==> config.mk <==
export PLATFORM = sky130hd
export DESIGN_NAME = code
export DESIGN_NICKNAME = d
export VERILOG_FILES = /design/src/rtl/code_pkg.sv /design/src/rtl/code_prescaler.sv /design/src/rtl/code.sv
export SDC_FILE = /design/constraint.sdc
export NUM_CORES = 1
export LEC_CHECK = 0
export CELL_PAD_IN_SITES_DETAIL_PLACEMENT = 2
export CELL_PAD_IN_SITES_GLOBAL_PLACEMENT = 2
export CORE_UTILIZATION = 33
export CTS_BUF_LIST = sky130_fd_sc_hd__clkbuf_4
export DETAILED_ROUTE_END_ITERATION = 10
export GPL_ROUTABILITY_DRIVEN = 0
export PLACE_DENSITY_LB_ADDON = 0.15
export SLEW_MARGIN = 5
export SYNTH_ARGS = -nofsm -noshare
export SYNTH_HDL_FRONTEND = slang
export SYNTH_SLANG_ARGS = --single-unit
==> constraint.sdc <==
create_clock -name Clk -period 5.5 [get_ports Clk]
set_input_delay 1.1 -clock Clk [delete_from_list [all_inputs] [get_ports Clk]]
set_output_delay 1.1 -clock Clk [all_outputs]
set_load 0.005 [all_outputs]
==> src/rtl/code_pkg.sv <==
// Shared constants and types for the dual-mode event counter.
// Imported by the prescaler and the top level.
package code_pkg;

  localparam int WIDTH_DEF = 64;
  localparam int DIV_DEF   = 4;

  typedef logic [WIDTH_DEF-1:0] cnt_t;

  // Prescaler width; at least one bit.
  function automatic int pre_width(input int div);
    return (div <= 2) ? 1 : $clog2(div);
  endfunction

endpackage

==> src/rtl/code_prescaler.sv <==
// Modulo-DIV counter; tick marks the enabled cycle that closes a group.
// The partial count survives idle and mode-switch cycles.
module code_prescaler
  import code_pkg::*;
#(
  parameter int DIV = DIV_DEF
) (
  input  logic Clk,
  input  logic Reset,
  input  logic tick_en,
  output logic tick
);

  localparam int PW = pre_width(DIV);
  localparam logic [PW-1:0] LAST = PW'(DIV - 1);

  logic [PW-1:0] pre = '0;

  assign tick = tick_en && (pre == LAST);

  always_ff @(posedge Clk) begin
    if (Reset) begin
      pre <= '0;
    end else if (tick_en) begin
      pre <= tick ? '0 : pre + 1'b1;
    end
  end

endmodule

==> src/rtl/code.sv <==
// Dual-mode event counter: fast counter per enabled cycle,
// slow counter per DIV enabled cycles, selected by Slt.
module code
  import code_pkg::*;
#(
  parameter int WIDTH = WIDTH_DEF,
  parameter int DIV   = DIV_DEF
) (
  input  logic             Clk,
  input  logic             Reset,
  input  logic             Slt,
  input  logic             En,
  output logic [WIDTH-1:0] Output0,
  output logic [WIDTH-1:0] Output1
);

  logic [WIDTH-1:0] cnt0 = '0;
  logic [WIDTH-1:0] cnt1 = '0;
  logic             tick;

  code_prescaler #(
    .DIV(DIV)
  ) u_pre (
    .Clk    (Clk),
    .Reset  (Reset),
    .tick_en(En & Slt),
    .tick   (tick)
  );

  // Reset beats enable, enable beats mode.
  always_ff @(posedge Clk) begin
    priority case (1'b1)
      Reset: begin
        cnt0 <= '0;
        cnt1 <= '0;
      end
      !En: begin
      end
      !Slt: cnt0 <= cnt0 + 1'b1;
      default: begin
        if (tick) cnt1 <= cnt1 + 1'b1;
      end
    endcase
  end

  assign Output0 = cnt0;
  assign Output1 = cnt1;

endmodule

; ---- Word-level counts from Yosys, hierarchy flattened
; Index checks and enable logic that the tools add are counted.
[word_totals]
output_inout_bits = 128
elab_cells = 13
inputBits = 4
ff_bits = 130
[classes]
add_sub_neg = 3
n_reduce_logical = 3
bitwise = 2
mux = 1
n_eq_ne = 1
[op_table]
columns = op, count
row1 = "64-bit by 1-bit adder with 64-bit output, second input constant", 2
row2 = 3-bit AND reduction, 1
row3 = "2-bit by 1-bit adder with 2-bit output, second input constant", 1
row4 = "2-bit == test, second input constant", 1
row5 = 2-bit two-way mux, 1
row6 = 2-bit AND reduction, 1
row7 = 1-bit AND, 1
row8 = 1-bit logical AND, 1
row9 = 1-bit NOT, 1

; ---- Depth between registers and ports, before layout
; Gate-level depths: netlist of the first run.
[depth]
ltp_word = 3
depth_mapped = 9
depth_no_buf = 7

; ---- Hierarchy
; Synthesis of the first run repeated with hierarchy kept, for this count alone.
[hier_totals]
hier_cells = 727
hier_area_um2 = 6064.6
[modules_own_cells]
columns = module, cells_per_inst, seq_area_each_um2, instances, area_each_um2
row1 = code, 718, 2562.5, 1, 5972.0
row2 = code_prescaler, 9, 40.0, 1, 92.6

; ---- Worst setup path before layout of the first run
; OpenSTA, ideal clock, no wires.
[synth_path]
path_type = input port to flip-flop
startpoint = in Slt
endpoint = reg cnt1[25] (netlist: Output1[25])
setup_ns = 0.071
arrival_time_ns = 2.612
slack_ns = 2.817
n_path_buf = 1
required_time_ns = 5.429
stages = 6
path_cell_list = and3_1 buf_2 nand4_1 or4_1 or3_1 a21oi_1
[synth_via]
elab_chain_cells = 3
[synth_rtl]
columns = item, line
row1 = "start, declared", code.sv:11  ; input logic Slt,
row2 = 1-bit AND, code.sv:26  ; .tick_en(En & Slt),
row3 = 1-bit logical AND, code_prescaler.sv:19  ; assign tick = tick_en && (pre == LAST);
row4 = 3-bit AND reduction (no source line) (*), --
row5 = "end signal, assigned", code.sv:41  ; if (tick) cnt1 <= cnt1 + 1'b1;
row6 = "end, declared", code.sv:18  ; logic [WIDTH-1:0] cnt1 = '0;
; Every way passes the cells marked *; elsewhere a longest branch is shown, timed or not.
; A chain may end at the register's enable or synchronous reset.

; ---- Worst setup path after layout of the first run
[layout_path]
startpoint = in Slt
endpoint = reg cnt1[27] (netlist: Output1[27])
; The elaborated chain is that of the path after synthesis.

==> impl_metrics.py, run 1 <==
metrics = {
    "status": {
        "outcome": "completed",
    },
    "global_route": {
        "grt_pass1_wl_um": 31020,
        "grt_pass1_vias": 5890,
        "grt-ovfl-total": 0,
        "antenna_found_initial": 1,
        "grt_max_degree": 81,
        "track_usage": 0.2137,
    },
    "detailed_routing": {
        "wirelength_um": 19420,
        "vias": 5558,
        "drt-initial-drc-count": 222,
        "ant_nets": 0,
        "routedWlPerCell_um": 18.05,
        "first_pass_iters": 4,
        "drcViolationCount": 0,
        "vias_per_cell": 5.165,
    },
    "die": {
        "fp.dieH_um": 136.3,
        "dieArea_um2": 18580,
        "core_um2": 17480,
        "chipWidth_um": 136.3,
        "pin_count": 132,
        "initial_core_util": 0.3406,
        "fp-row-count": 48,
    },
    "critical_path": {
        "r2r_slack_ps": 2630,
        "r2r_cells": 6,
        "end_kind": "flip-flop",
        "worst-path-stages": 7,
        "worstPathArrival_ps": 3610,
        "crit_required_ps": 5930,
        "critPathLaunchType": "primary input",
        "path_cells": "clkdlybuf4s50_1 > and3_1 > nand4_1 > or4_1 > nor3_1 > xnor2_1 > nor2_1",
        "critical_path.top_delay_family": "simple AND/OR/NAND/NOR gates",
        "cp_slowest_cell": "or4_1",
        "worstReg2RegEnd": "Output1[59]$_SDFFE_PP0P_",
        "crit_type": "primary input to flip-flop",
        "crit_end": "Output1[27]$_SDFFE_PP0P_",
        "r2r-start": "Output1[35]$_SDFFE_PP0P_",
        "crit_buf_inv": 1,
        "crit_start": "Slt",
        "max_stage_delay_ps": 610,
        "crit_path_max_fanout": 10,
    },
    "synthesis": {
        "synth_top_cell_area_share": 0.4373,
        "ys_seq_area_frac": 0.4373,
        "netlist_area_um2": 5952,
        "synth.net_count": 714,
        "synthTopCellsByArea": "dfxtp_1, nor2_1, xnor2_1",
        "synth_cells": 707,
        "ys_ff_latch": 130,
        "yosysUniqueCellTypes": 37,
        "yosysTopAreaCell": "dfxtp_1",
        "syn_avg_cell_area_um2": 8.419,
        "yosys_warnings": 0,
    },
    "timing": {
        "grt_setup_unrepaired": "no",
        "worstMarginPinSlew_ps": 886.7,
        "finalSetupViolCount": 0,
        "finalMaxSlewViolations": 0,
        "max_freq_mhz": 315.0,
        "skew_ps": 20.22,
        "min_period_over_period": 0.5773,
        "max-slew-margin-rel": 0.4034,
        "tns_ps": 0,
        "fin_crit_ps": 3175,
        "final_hold_viol_count": 0,
    },
    "power": {
        "p_per_area_nw_per_um2": 236.3,
        "max-vdd-ir-drop_uv": 161.4,
        "leakage_nw": 2.478,
    },
    "cts": {
        "post_cts_resized": 0,
        "cts_made_buffers": 17,
        "cts_buffer_depth": 2,
        "root_buffer": "clkbuf_4",
        "cts_tree": "yes",
        "clock_sinks": 130,
        "path_clk_slew_ps": 130,
        "clock_latency_ps": 550,
        "h-tree-depth": 4,
        "postCtsSetupBuffers": 0,
        "cts_hold_buf": 0,
    },
    "cells_and_area": {
        "fin_nets": 843,
        "fillers": 1937,
        "drive_gt1_frac": 0.06360,
        "final_area_um2": 7856,
        "area_growth_pct": 31.99,
    },
    "placement": {
        "hpwl_um": 13910,
        "place_area_um2": 7461,
        "port_buffers": 131,
    },
    "min_path": {
        "worstHoldPathType": "flip-flop to flip-flop",
    },
    "job": {
        "maxCapViolations": 0,
    },
}
[worst min path at each step]
stage	start	end	slack (ps)	cells after the start
3_3_place_gp	u_pre.pre[1]$_SDFFE_PP0P_	u_pre.pre[1]$_SDFFE_PP0P_	450	2
6_report	u_pre.pre[1]$_SDFFE_PP0P_	u_pre.pre[1]$_SDFFE_PP0P_	500	2
3_5_place_dp	u_pre.pre[1]$_SDFFE_PP0P_	u_pre.pre[1]$_SDFFE_PP0P_	480	2
4_1_cts	u_pre.pre[1]$_SDFFE_PP0P_	u_pre.pre[1]$_SDFFE_PP0P_	500	2
5_1_grt	u_pre.pre[1]$_SDFFE_PP0P_	u_pre.pre[1]$_SDFFE_PP0P_	510	2
2_1_floorplan	u_pre.pre[1]$_SDFFE_PP0P_	u_pre.pre[1]$_SDFFE_PP0P_	440	2
[power breakdown]
group | internal, mW | leakage, nW | switching [mW] | total [mW]
Sequential | 0.943 | 1.05 | 0.00220 | 0.945
Combinational | 0.00661 | 1.24 | 0.0201 | 0.0267
Clock | 0.494 | 0.191 | 0.391 | 0.885
Total | 1.44 | 2.48 | 0.413 | 1.86
[worst min-delay path, delay by kind of cell (launching register included)]
kind,cells,cell delay (ps)
flops,1,340
compound gates,1,60
simple gates,1,60
[sequential cells by signal (all words and copies together), names as in the netlist]
| register | flops |
|---|---|
| Output1 | 64 |
| Output0 | 64 |
| u_pre.pre | 2 |
[synthesized netlist by cell type]
master / number
or4_1: 5
xor2_1: 55
nand4_1: 35
nor3_1: 39
nor2_1: 133
or3_1: 13
buf_2: 2
and2_1: 2
nand4_4: 1
and3_1: 15
o31a_1: 1
nand4b_1: 1
or4_4: 2
nor4_2: 3
clkbuf_1: 20
nor3_4: 1
xnor2_1: 55
mux2i_1: 1
o31ai_1: 1
nand3_1: 52
a21oi_1: 18
inv_1: 15
dfxtp_1: 130
nor3b_2: 1
o21ba_2: 1
buf_6: 1
or3_4: 1
and4b_1: 1
ha_1: 3
nor3_2: 5
nand2_1: 56
nor4_4: 2
and2b_1: 1
o21ai_0: 13
nor4_1: 12
or2_2: 3
and4_1: 7
[layout by cell type (no fill, tap or decap), types with 2 or more instances in the layout]
master / Yosys / final
inv_1: 15 / 15
nor3_2: 5 / 5
nand4_1: 35 / 35
nand3_1: 52 / 52
xor2_1: 55 / 55
nor4_4: 2 / 2
clkbuf_4: 0 / 17
clkinv_2: 0 / 2
diode_2: 0 / 2
ha_1: 3 / 3
dfxtp_1: 130 / 130
buf_4: 0 / 3
nor3_1: 39 / 39
or4_1: 5 / 5
clkinvlp_4: 0 / 4
or3_1: 13 / 13
bufinv_16: 0 / 7
a21oi_1: 18 / 18
clkdlybuf4s50_1: 0 / 130
and4_1: 7 / 7
nor2_1: 133 / 133
o21ai_0: 13 / 13
and3_1: 15 / 15
nor4_2: 3 / 3
or2_2: 3 / 3
xnor2_1: 55 / 55
and2_1: 2 / 2
nand2_1: 56 / 56
or4_4: 2 / 2
nor4_1: 12 / 12
[cell families after synthesis]
logic type,count (synthesis),synth area share
and+or+nand+nor,391,0.3368
DFF,130,0.4373
xor gates and xnor gates,110,0.1619
buffers and inverters,38,0.02565
AOI/OAI and AO/OA,34,0.03048
adders and majority gates,3,0.006307
muxes,1,0.001682
[layer usage]
| metal | up-vias | track usage | wire [µm] |
|---|---|---|---|
| met5 | - | 0 | 0 |
| met4 | 0 | 0.05617 | 133 |
| met3 | 11 | 0.05220 | 858 |
| met2 | 93 | 0.3734 | 9702 |
| met1 | 2765 | 0.2595 | 8725 |
| li1 | 2689 | - | - |
[final cells by class]
| cell class | instances | area [µm²] | share of cell area |
|---|---|---|---|
| Timing Repair Buffer | 133 | 1324 | 0.1685 |
| Clock buffer | 17 | 127.6 | 0.01624 |
| Antenna cell | 2 | 5.005 | 0.0006370 |
| Clock inverter | 15 | 262.8 | 0.03344 |
| Tap cell | 225 | 281.5 | 0.03583 |
| Multi-Input combinational cell | 539 | 3197 | 0.4069 |
| Sequential cell | 130 | 2603 | 0.3313 |
| Inverter | 15 | 56.30 | 0.007167 |
[per-stage QoR]
| step | hold slack (ps) | power [mW] | cells | utilization | setup slack [ps] |
|---|---|---|---|---|---|
| 6_report | 495.5 | 1.857 | 1076 | 0.4495 | 2325 |
| 4_1_cts | 496.7 | 1.873 | 1074 | 0.4492 | 2276 |
| 3_3_place_gp | 449.6 | 0.9923 | 1042 | 0.4269 | 1790 |
| 3_5_place_dp | 479.1 | 0.9933 | 1042 | 0.4269 | 1763 |
| 2_1_floorplan | 440.0 | 0.9826 | 707 | - | 2817 |
| 5_1_grt | 509.7 | 1.918 | 1076 | 0.4495 | 2089 |
(Power assumes the default switching activity.)
==> run 2: changes to the inputs <==
--- a/config.mk
+++ b/config.mk
@@ -7,7 +7,7 @@
 export LEC_CHECK = 0
 export CELL_PAD_IN_SITES_DETAIL_PLACEMENT = 2
 export CELL_PAD_IN_SITES_GLOBAL_PLACEMENT = 2
-export CORE_UTILIZATION = 33
+export CORE_UTILIZATION = 31
 export CTS_BUF_LIST = sky130_fd_sc_hd__clkbuf_4
 export DETAILED_ROUTE_END_ITERATION = 10
 export GPL_ROUTABILITY_DRIVEN = 0
==> constraint.sdc (replaced) <==
create_clock -name Clk -period 3.3 [get_ports Clk]
set_input_delay 0.66 -clock Clk [delete_from_list [all_inputs] [get_ports Clk]]
set_output_delay 0.66 -clock Clk [all_outputs]
set_load 0.005 [all_outputs]
==> run 2 against run 1 <==
Net effect:
- power up 54%
- sequential cell count unchanged
- register-to-register slack worse by 1900 ps
- sequential power up 66%
- clock-buffer cell count unchanged
- cell count up 1.7%
- via count up 0.58%
- combinational power up 76%
- routed wire length down 0.60%
- first-iteration DRC count down 21%
- sequential share of layout area down 0.10 points
==> impl_metrics.py, run 2 (synthesized netlist as in run 1, its figures left out) <==
metrics = {
    "status": {
        "outcome": "completed",
    },
    "cts": {
        "postCtsSetupBuffers": 0,
        "cts_buffer_depth": 2,
        "cts_tree": "yes",
        "clock_sinks": 130,
        "post_cts_resized": 0,
        "clock_latency_ps": 550,
        "cts_hold_buf": 0,
        "root_buffer": "clkbuf_4",
        "path_clk_slew_ps": 120,
        "h-tree-depth": 4,
        "cts_made_buffers": 17,
    },
    "timing": {
        "finalSetupViolCount": 0,
        "tns_ps": 0,
        "worstMarginPinSlew_ps": 750.6,
        "skew_ps": 13.60,
        "fin_crit_ps": 2620,
        "max-slew-margin-rel": 0.4958,
        "final_hold_viol_count": 0,
        "finalMaxSlewViolations": 0,
        "fin_hold_ws_ps": 475.7,
        "min_period_over_period": 0.7938,
        "grt_setup_unrepaired": "no",
        "max_freq_mhz": 381.7,
        "setup_ws_ps": 680.4,
    },
    "power": {
        "p_per_area_nw_per_um2": 361.9,
        "power_mw": 2.852,
        "max-vdd-ir-drop_uv": 211.0,
        "leakage_nw": 2.497,
        "switching_power_uw": 674.1,
        "p_int_mw": 2.178,
        "power_frac_seq": 0.552,
        "clkPwrFrac": 0.431,
        "switching_share": 0.2364,
        "combinationalPowerShare": 0.016,
    },
    "cells_and_area": {
        "layout_commonest_cell": "nor2_1",
        "area_growth_pct": 32.39,
        "fin_nets": 853,
        "drive_gt1_frac": 0.07334,
        "final_cells": 1094,
        "fillers": 2109,
        "mostFrequentLayoutCells": "nor2_1, dfxtp_1, clkdlybuf4s50_1",
    },
    "critical_path": {
        "path_cells": "and4_1 > nand4_1 > or4_1 > buf_4 > or4_1 > xor2_1 > nor2_1",
        "crit_required_ps": 3750,
        "cp_slowest_cell": "or4_1",
        "crit_type": "flip-flop to flip-flop",
        "critical_path.top_delay_family": "simple AND/OR/NAND/NOR gates",
        "critPathLaunchType": "flip-flop",
        "path_common_cell": "or4_1",
        "crit_buf_inv": 1,
        "r2r_cells": 7,
        "worstPathArrival_ps": 3070,
        "end_kind": "flip-flop",
        "worst-path-stages": 7,
        "crit_path_max_fanout": 11,
        "max_stage_delay_ps": 540,
    },
    "placement": {
        "port_buffers": 131,
        "hpwl_um": 14130,
        "dpl.cell_count": 1061,
        "dp_slack_ps": 230.1,
    },
    "global_route": {
        "antenna_found_initial": 1,
        "track_usage": 0.2073,
        "grt_pass1_wl_um": 32440,
        "grt_max_degree": 67,
        "grt-ovfl-total": 0,
        "grt_pass1_vias": 6184,
    },
    "detailed_routing": {
        "drt-initial-drc-count": 175,
        "routed.top_layer": "met4",
        "ant_nets": 0,
        "drcViolationCount": 0,
        "first_pass_iters": 4,
        "vias": 5590,
        "wirelength_um": 19300,
        "vias_per_cell": 5.110,
        "wl_met3_um": 532,
        "wl_met2_um": 9661,
        "routedWlPerCell_um": 17.64,
        "wl_met1_um": 8929,
    },
    "die": {
        "pin_count": 132,
        "chipWidth_um": 140.6,
        "fp.dieH_um": 140.6,
        "core_um2": 18770,
        "dieArea_um2": 19760,
        "fp-row-count": 50,
        "initial_core_util": 0.3171,
    },
    "min_path": {
        "holdPathStages": 2,
        "worstHoldPathType": "flip-flop to flip-flop",
    },
    "job": {
        "maxCapViolations": 0,
    },
}
run 2: changes by cell type in the layout (fill, tap and decap cells not counted), sizes merged:
| cell | delta |
|---|---|
| buf | +10 |
| bufinv | -3 |
| clkinv | +2 |
| inv | +1 |
| diode | -1 |
run 2: path summary, 6_finish.rpt:
check | start | to | slack [ps]
worst max register to register | Output1[11]$_SDFFE_PP0P_ | Output1[40]$_SDFFE_PP0P_ | 680
worst min register to register | u_pre.pre[1]$_SDFFE_PP0P_ | u_pre.pre[1]$_SDFFE_PP0P_ | 480
worst min-delay path | u_pre.pre[1]$_SDFFE_PP0P_ | u_pre.pre[1]$_SDFFE_PP0P_ | 480
worst max-delay path | Output1[11]$_SDFFE_PP0P_ | Output1[40]$_SDFFE_PP0P_ | 680
run 2: per-layer routing:
layer / vias up / global-route usage
met4: 0 / 0.05721
met3: 13 / 0.03932
li1: 2706 / -
met1: 2783 / 0.2597
met5: - / 0
met2: 88 / 0.3621
run 2: worst register-to-register path: stages (launching register included):
cell and delay, ps:
dfxtp_1 440, and4_1 330, nand4_1 280, or4_1 540, buf_4 210, or4_1 510
xor2_1 170, nor2_1 50
run 2: metrics by stage:
stage | util | instance area (µm²)
final | 0.4199 | 7880
after floorplan | - | 5952
after global placement | 0.4028 | 7560
after global routing | 0.4199 | 7880
after detailed placement | 0.4028 | 7560
after CTS | 0.4197 | 7878
run 2: layout make-up:
| cell class | count | area, µm² | share of cell area |
|---|---|---|---|
| Sequential cell | 130 | 2603 | 0.3303 |
| Inverter | 15 | 56.30 | 0.007145 |
| Antenna cell | 1 | 2.502 | 0.0003176 |
| Clock buffer | 17 | 127.6 | 0.01620 |
| Tap cell | 234 | 292.8 | 0.03715 |
| Timing Repair Buffer | 143 | 1411 | 0.1791 |
| Clock inverter | 15 | 190.2 | 0.02413 |
| Multi-Input combinational cell | 539 | 3197 | 0.4057 |
run 2: power groups by stage:
stage	Sequential (mW)	Combinational, mW	Clock, mW
2_1_floorplan	1.61	0.0282	0
3_3_place_gp	1.61	0.0456	0
3_5_place_dp	1.61	0.0486	0
4_1_cts	1.58	0.0486	1.28
5_1_grt	1.58	0.0523	1.34
6_report	1.57	0.0469	1.23
==> run 3: changes to the inputs <==
--- a/config.mk
+++ b/config.mk
@@ -7,7 +7,7 @@
 export LEC_CHECK = 0
 export CELL_PAD_IN_SITES_DETAIL_PLACEMENT = 2
 export CELL_PAD_IN_SITES_GLOBAL_PLACEMENT = 2
-export CORE_UTILIZATION = 31
+export CORE_UTILIZATION = 28
 export CTS_BUF_LIST = sky130_fd_sc_hd__clkbuf_4
 export DETAILED_ROUTE_END_ITERATION = 10
 export GPL_ROUTABILITY_DRIVEN = 0
==> constraint.sdc (replaced) <==
create_clock -name Clk -period 2.2 [get_ports Clk]
set_input_delay 0.44 -clock Clk [delete_from_list [all_inputs] [get_ports Clk]]
set_output_delay 0.44 -clock Clk [all_outputs]
set_load 0.005 [all_outputs]
==> run 3 against run 2 <==
Net effect:
- fmax increased by 20%
- global-route usage decreased by 0.37 points
- worst hold slack lost 140 ps
- clock power up 27%
- sequential cell count unchanged
- via count up 10%
- design area is 13% higher
- critical path depth is 2 lower
==> impl_metrics.py, run 3 (synthesized netlist as in run 1, its figures left out) <==
metrics = {
    "critical_path": {
        "crit_type": "flip-flop to flip-flop",
        "crit_required_ps": 2670,
        "end_kind": "flip-flop",
        "cp_slowest_cell": "or4_4",
        "path_cells": "nand4_1 > or4_4 > or3_4 > or3_4 > a21oi_2",
        "r2r_slack_ps": 30,
        "worstPathArrival_ps": 2650,
        "crit_path_max_fanout": 7,
        "crit_start": "Output0[27]$_SDFFE_PP0P_",
        "crit_end": "Output0[52]$_SDFFE_PP0P_",
        "r2r_cells": 5,
        "critical_path.top_delay_family": "simple AND/OR/NAND/NOR gates",
        "worst-path-stages": 5,
        "r2r-start": "Output0[27]$_SDFFE_PP0P_",
        "critPathLaunchType": "flip-flop",
        "path_common_cell": "or3_4",
        "max_stage_delay_ps": 580,
        "worstReg2RegEnd": "Output0[52]$_SDFFE_PP0P_",
        "crit_buf_inv": 0,
    },
    "cells_and_area": {
        "drive_gt1_frac": 0.2157,
        "final_cells": 1250,
        "regArea_um2": 2618,
        "mostFrequentLayoutCells": "nor2_1, clkdlybuf4s50_1, buf_4",
        "layout_commonest_cell": "nor2_1",
        "multi_input_area_um2": 3318,
        "postLayoutCoreUtil": 0.4328,
        "final_area_um2": 8899,
        "fillers": 2333,
        "area_growth_pct": 49.51,
        "fin_nets": 972,
    },
    "timing": {
        "worstMarginPinSlew_ps": 482.6,
        "skew_ps": 22.16,
        "fin_hold_ws_ps": 334.4,
        "grt_setup_unrepaired": "yes",
        "min_period_over_period": 0.9884,
        "max-slew-margin-rel": 0.6753,
        "finalSetupViolCount": 0,
        "finalMaxSlewViolations": 0,
        "final_hold_viol_count": 0,
        "fin_crit_ps": 2175,
        "max_freq_mhz": 459.9,
    },
    "cts": {
        "cts_buffer_depth": 2,
        "root_buffer": "clkbuf_4",
        "cts_hold_buf": 0,
        "clock_sinks": 130,
        "h-tree-depth": 4,
        "path_clk_slew_ps": 130,
        "cts_tree": "yes",
        "clock_latency_ps": 540,
        "cts_made_buffers": 17,
    },
    "global_route": {
        "grt_max_degree": 56,
        "grt-ovfl-total": 0,
        "grt_pass1_vias": 6797,
        "antenna_found_initial": 1,
        "grt_pass1_wl_um": 35200,
        "track_usage": 0.2036,
    },
    "placement": {
        "port_buffers": 131,
        "dpl.cell_count": 1207,
        "place_area_um2": 8431,
        "hpwl_um": 16440,
    },
    "detailed_routing": {
        "vias_per_cell": 4.921,
        "drt-initial-drc-count": 143,
        "routedWlPerCell_um": 17.62,
        "ant_nets": 0,
        "wl_met3_um": 789,
        "wl_met1_um": 9874,
        "first_pass_iters": 4,
        "wirelength_um": 22030,
        "vias": 6151,
        "routed.top_layer": "met4",
        "wl_met2_um": 11140,
        "drcViolationCount": 0,
    },
    "status": {
        "outcome": "completed",
    },
    "power": {
        "max-vdd-ir-drop_uv": 229.6,
        "leakage_nw": 3.211,
        "p_per_area_nw_per_um2": 450.9,
        "power_mw": 4.013,
    },
    "die": {
        "pin_count": 132,
        "initial_core_util": 0.2895,
        "dieArea_um2": 21840,
        "chipWidth_um": 147.8,
        "fp-row-count": 52,
        "fp.dieH_um": 147.8,
        "core_um2": 20560,
    },
    "min_path": {
        "worstHoldPathType": "primary input to flip-flop",
    },
    "job": {
        "maxCapViolations": 0,
    },
}
-- run 3: cell types whose count changed in the layout (fill, tap and decap cells not counted), sizes merged --
cell	before	now
diode	1	2
bufinv	4	1
or3	14	15
clkinvlp	4	5
buf	13	131
inv	16	18
-- run 3: what timing repair did --
item                       4_1_cts  5_1_grt
gates cloned                     0        1
setup buffers                    0        8
pin swaps                        1       10
gates resized for setup          6       31
setup endpoints to repair        9       36
-- run 3: worst min path at each step --
stage                              startpoint                         to  cells after the start
global route                            Reset   Output0[35]$_SDFFE_PP0P_                      2
global placement    u_pre.pre[1]$_SDFFE_PP0P_  u_pre.pre[1]$_SDFFE_PP0P_                      2
detailed placement  u_pre.pre[1]$_SDFFE_PP0P_  u_pre.pre[1]$_SDFFE_PP0P_                      2
finish                                  Reset   Output0[51]$_SDFFE_PP0P_                      2
CTS                                     Reset   Output0[53]$_SDFFE_PP0P_                      2
floorplan           u_pre.pre[1]$_SDFFE_PP0P_  u_pre.pre[1]$_SDFFE_PP0P_                      2
-- run 3: metrics by stage --
step | setup slack [ps] | TNS [ps]
after floorplan | 53.13 | 0
after global placement | -313.0 | -11800
after detailed placement | -384.4 | -16090
after CTS | 14.91 | 0
after global routing | -93.85 | -376.8
final | 25.44 | 0
-- run 3: power by group --
part | internal [mW] | leakage [nW] | switching [mW]
sequential | 2.36 | 1.05 | 0.00302
clock | 0.566 | 0.131 | 0.998
combinational | 0.0302 | 2.03 | 0.0580
-- run 3: routing by layer --
layer  GRT usage  vias to the layer above
met5           0                        -
met4     0.05567                        0
met3     0.04012                       17
met2      0.3608                      107
met1      0.2495                     3075
li1            -                     2952
-- run 3: area by class of cell --
cell class,count,area share
tap,270,0.03796
sequential,130,0.2942
antenna,2,0.0005624
inverter,15,0.006327
timing repair buffer,261,0.2586
clock inverter,15,0.01519
multi-input combinational,540,0.3729
clock buffer,17,0.01434
